`src/rtl/result_history.sv`:
```
// Four-deep ALU result history with paged hex display and entry browsing.
// Define RESULT_HISTORY_AUTO_SCROLL_EN to add timed automatic page advance.
module result_history #(
    parameter int SCROLL_TICKS = 200000000
) (
    input  logic        clk,
    input  logic        rst,
    input  logic        valid_in,
    input  logic [31:0] result_in,
    input  logic [4:0]  flags_in,
    input  logic        step,
    input  logic        sel,
    input  logic        clear,
    output logic [4:0]  digit3,
    output logic [4:0]  digit2,
    output logic [4:0]  digit1,
    output logic [4:0]  digit0,
    output logic [4:0]  led_flags,
    output logic [2:0]  count
);

    typedef enum logic [1:0] {P_HI, P_LO, P_FLG} page_t;

    logic [36:0] mem [4];
    logic [1:0]  wr_ptr, nxt_wr;
    logic [2:0]  nxt_cnt;
    logic [1:0]  v, nxt_v;
    page_t       page, nxt_page;
    logic        adv, tick;
    logic [1:0]  rd_idx;
    logic [36:0] view;
    logic [31:0] vres;
    logic [4:0]  vflg;
    logic [19:0] nxt_digits;
    logic [4:0]  nxt_led;

`ifdef RESULT_HISTORY_AUTO_SCROLL_EN
    localparam int SW = (SCROLL_TICKS > 1) ? $clog2(SCROLL_TICKS) : 1;
    logic [SW-1:0] scroll;

    assign tick = (count != 3'd0) && (scroll == SW'(SCROLL_TICKS - 1));

    always_ff @(posedge clk or posedge rst) begin
        if (rst)
            scroll <= '0;
        else if (clear || valid_in || step || count == 3'd0 || tick)
            scroll <= '0;
        else
            scroll <= scroll + 1'b1;
    end
`else
    assign tick = 1'b0;
`endif

    always_comb begin
        nxt_wr   = wr_ptr;
        nxt_cnt  = count;
        nxt_v    = v;
        nxt_page = page;
        adv      = 1'b0;
        if (clear) begin
            nxt_wr   = 2'd0;
            nxt_cnt  = 3'd0;
            nxt_v    = 2'd0;
            nxt_page = P_HI;
        end else if (valid_in) begin
            nxt_wr   = wr_ptr + 2'd1;
            nxt_cnt  = (count == 3'd4) ? 3'd4 : count + 3'd1;
            nxt_v    = 2'd0;
            nxt_page = P_HI;
        end else begin
            if (sel && count > 3'd1)
                nxt_v = ({1'b0, v} == count - 3'd1) ? 2'd0 : v + 2'd1;
            adv = (step && count != 3'd0) || tick;
        end
        if (adv) begin
            unique case (page)
                P_HI:    nxt_page = P_LO;
                P_LO:    nxt_page = P_FLG;
                default: nxt_page = P_HI;
            endcase
        end
    end

    // The newest entry is not in memory yet on a capture edge, so bypass it.
    assign rd_idx = nxt_wr - 2'd1 - nxt_v;
    assign view   = (valid_in && !clear) ? {result_in, flags_in} : mem[rd_idx];
    assign vres   = view[36:5];
    assign vflg   = view[4:0];

    always_comb begin
        nxt_digits = {5'h10, 5'h00, 5'h10, 5'h0E};
        nxt_led    = 5'd0;
        if (nxt_cnt != 3'd0) begin
            nxt_led = vflg;
            unique case (nxt_page)
                P_HI:  nxt_digits = {1'b0, vres[31:28], 1'b0, vres[27:24],
                                     1'b0, vres[23:20], 1'b0, vres[19:16]};
                P_LO:  nxt_digits = {1'b0, vres[15:12], 1'b0, vres[11:8],
                                     1'b0, vres[7:4],   1'b0, vres[3:0]};
                default: nxt_digits = {5'h0F, 3'b000, nxt_v,
                                       4'b0000, vflg[4], 1'b0, vflg[3:0]};
            endcase
        end
    end

    always_ff @(posedge clk) begin
        if (valid_in && !clear)
            mem[wr_ptr] <= {result_in, flags_in};
    end

    always_ff @(posedge clk or posedge rst) begin
        if (rst) begin
            wr_ptr    <= 2'd0;
            count     <= 3'd0;
            v         <= 2'd0;
            page      <= P_HI;
            digit3    <= 5'h10;
            digit2    <= 5'h00;
            digit1    <= 5'h10;
            digit0    <= 5'h0E;
            led_flags <= 5'd0;
        end else begin
            wr_ptr    <= nxt_wr;
            count     <= nxt_cnt;
            v         <= nxt_v;
            page      <= nxt_page;
            digit3    <= nxt_digits[19:15];
            digit2    <= nxt_digits[14:10];
            digit1    <= nxt_digits[9:5];
            digit0    <= nxt_digits[4:0];
            led_flags <= nxt_led;
        end
    end

endmodule

```
`config.mk`:
```
export PLATFORM = sky130hd
export DESIGN_NAME = result_history
export DESIGN_NICKNAME = d
export VERILOG_FILES = /design/src/rtl/result_history.sv
export SDC_FILE = /design/constraint.sdc
export NUM_CORES = 1
export LEC_CHECK = 0
export CAP_MARGIN = 20
export CORE_UTILIZATION = 41
export DETAILED_ROUTE_END_ITERATION = 6
export PLACE_DENSITY = 0.69
export SYNTH_ARGS = -nofsm -noshare
export SYNTH_HDL_FRONTEND = slang
export SYNTH_SLANG_ARGS = --single-unit
```
`constraint.sdc`:
```
create_clock -name clk -period 3.47 [get_ports clk]
set_clock_uncertainty 0.2 [all_clocks]
set_input_delay 0.694 -clock clk [delete_from_list [all_inputs] [get_ports clk]]
set_output_delay 0.694 -clock clk [all_outputs]
set_load 0.05 [all_outputs]
```
==> qor.csv <==
metric;value;unit
outcome;finished with violations;
failing checks;design-rule violations;
drt first pass iters;7;
hold depth;2;
Crit Path Max Fanout;6;
WS Path Type;reg2reg;
Final setup violation count;0;
Placed Cells;828;
final hold violations;0;
worst skew pair latency;0.43;ns
Reg2Reg Setup Slack;0.005;ns
fin crit share;99.8;%
finished layout cell area;0.0101;mm^2
post-layout util;55.7;%
Pins Over Slew Limit;0;
Clk pwr share;37.5;%
Nets;682;
largest net degree at the start of global routing;32;
top post-synthesis cells by count;148 x edfxtp_1, 52 x nand2_1, 27 x dfrtp_1;
fill cell count;1355;
Num CTS Buffers;17;
ant diodes;0;
Hold Slack;0.442;ns
Sw Ratio;25.8;%
DRC Markers;6;
Post-Syn Area;0.00764;mm^2
Setup crit end kind;register;
MaxCap Viol Count;0;
Critical Path AT;3.58;ns
share of flip-flops with an asynchronous set or reset;17.3;%
Clock transition at path regs;0.07;ns
Mapped Cells;499;
post-synth top area cell;edfxtp_1;
f_max;289;MHz
Starting Density;42.3;%
maximum VDD drop;0.000366;V
combinational power share;18.3;%
H-tree levels;4;
slew margin rel.;56.2;%
Pint;0.00412;W
Min-Delay Path Class;reg2reg;
Pwr per Cell Area;551;mW/mm^2
Yosys reg bits;179;
Worst R2R Start;count[0]$_DFF_PP0_;
top-count cell post-synth;edfxtp_1;
1st-iter DRT viols;436;
IO Count;71;
Post-DP Area;0.00911;mm^2
EDFF count, synth;148;
final worst path period need;3.46;ns
core region area;0.0181;mm^2
vias per cell;5.55;
Req. time, crit path;3.59;ns
vias in the first global route;5104;
GPL Wtd Cong;0.786;
die footprint;0.0192;mm^2
fin cells;872;
area taken by multi-input logic gates;0.00250;mm^2
RSZ-0062 raised after global routing;yes;
Post-DP HPWL;11.9;mm
gr ovfl total;0;
worst slew pin tran;0.658;ns
clock sinks;179;
Total Routing Usage GR;19.2;%
area share of the largest cell type after synthesis;58.2;%
Storage cell area;0.00523;mm^2
initial antenna violation count;0;
site row count;49;
port bufs;68;
part of the Yosys area used for sequential elements;68.4;%
fin worst setup slack;0.00529;ns
first-pass GRT wire length;27.7;mm
Hold Path Sink;digit3[0]$_DFF_PP0_;
Switching Power;0.00143;W
CTS tree;done;
crit start category;register;
Hold Path Origin;mem[2][17]$_DFFE_PP_;
Worst R2R End;digit3[0]$_DFF_PP0_;
routed wire length;18.1;mm
most used flip-flop cell after synthesis;edfxtp_1;
Final ANT Viol Nets;0;
Avg Inst Size Synth;15.3;um^2
proportion of layout cells with a drive suffix above 1;30.9;%
synth warn;0;
Die Wd;139;um
drt wl/cell;20.7;um
Longest Clk Path Bufs;2;
Setup Slack @ Placement;-0.365;ns
Clock Tree Root;clkbuf_16;
die height;139;um
Reg power frac;44.2;%
Area Growth Syn to Fin;31.9;%
Reg2Reg Depth;14;
Area contributors post-synth;edfxtp_1 58%, dfrtp_1 8.8%, mux4_2 7.7%, nand2_1 2.6%, mux2_2 1.9%;
Synth cell types;53;
leak pwr;3.65;nW
Vias;4836;
flip-flops by register name (all words and copies together), names as in the netlist, 3 cells and up:
register and count:
mem 148, digit1 5, led_flags 5, count 3, digit0 4, digit2 4, digit3 4
worst max-delay path: stages (launching register included):
cell and delay [ns]:
dfrtp_4 0.51, ha_2 0.19, o21ba_2 0.24, o21ai_2 0.07
nor3_2 0.19, a21oi_2 0.06, nand2b_4 0.15, ha_4 0.16
or3_4 0.36, nand2_4 0.10, xnor2_4 0.15, clkbuf_16 0.19
clkbuf_16 0.14, mux2_4 0.29, o311a_1 0.34
worst max-delay path by stage:
stage                               end  depth (start not counted)  slack (ns)               start
global route        digit0[3]$_DFF_PP1_                         16       -0.13  count[0]$_DFF_PP0_
global placement    digit0[2]$_DFF_PP1_                         13       -0.23                 sel
detailed placement  digit0[2]$_DFF_PP1_                         13       -0.37                 sel
floorplan           digit0[0]$_DFF_PP0_                         17      0.0005  count[1]$_DFF_PP0_
finish              digit3[0]$_DFF_PP0_                         14       0.005  count[0]$_DFF_PP0_
CTS                 digit3[1]$_DFF_PP0_                         14       -0.02  count[0]$_DFF_PP0_
per-stage QoR:
step | power (W) | setup TNS, ns
CTS | 0.00549 | -0.0972
finish | 0.00555 | 0
floorplan | 0.00304 | 0
detailed placement | 0.00341 | -4.56
global route | 0.00574 | -1.09
global placement | 0.00338 | -3.83
kinds of logic (layout without fill, tap and decap cells):
group                    after synthesis  after routing  share of synthesized area (%)
flip-flops                           179            179                           68.4
adder cells (fa/ha/maj)                9              9                           1.47
AO/OA/AOI/OAI                         84             84                           7.68
other                                  1              2                         0.0491
AND/OR/NAND/NOR                      129            129                           7.81
buffers and inverters                 39            182                           2.39
XOR/XNOR                               5              5                          0.819
multiplexers                          53             53                           11.4
placed cells by master, fill, tap and decap left out, drive strengths merged, types with 7 or more instances in the layout:
master         synthesis  routed
a21oi                 26      26
a31oi                  7       7
buf                   16      70
clkbuf                13      19
clkdlybuf4s50          0      68
dfrtp                 27      27
edfxtp               148     148
ha                     9       9
inv                   10      18
mux2                  13      13
mux2i                 14      14
mux4                  26      26
nand2                 52      52
nand3                 12      12
nor2                  26      26
nor3                  12      12
o21ai                  9       9
o311ai                 7       7
o31ai                  7       7
power groups by stage:
stage	clock, W	combinational (W)	sequential (W)
detailed placement	0	0.000905	0.00250
global placement	0	0.000881	0.00250
CTS	0.00211	0.000926	0.00246
finish	0.00208	0.00102	0.00245
global route	0.00220	0.00108	0.00246
floorplan	0	0.000429	0.00261
routing by layer:
layer	vias to the layer above	share of wire [%]	track usage (%)
met4	0	1.9	7.87
met1	2461	41	23.4
li1	2179	-	-
met2	162	53	33.4
met5	-	0	0
met3	34	4.4	4.09
repair_timing:
action,CTS,global route
cloned,0,2
resized for setup,5,38
hold buffers,0,0
buffers inserted,4,6
pin swaps,3,16
setup endpoints to repair,14,20
layout make-up:
cell class | instances | area share [%]
clock inverter | 15 | 2.15
tap | 229 | 2.84
sequential | 179 | 51.9
inverter | 10 | 0.422
timing repair buffer | 140 | 13.6
clock buffer | 17 | 4.22
multi-input combinational | 282 | 24.8
No activity file was read; power rests on OpenSTA's default activity.
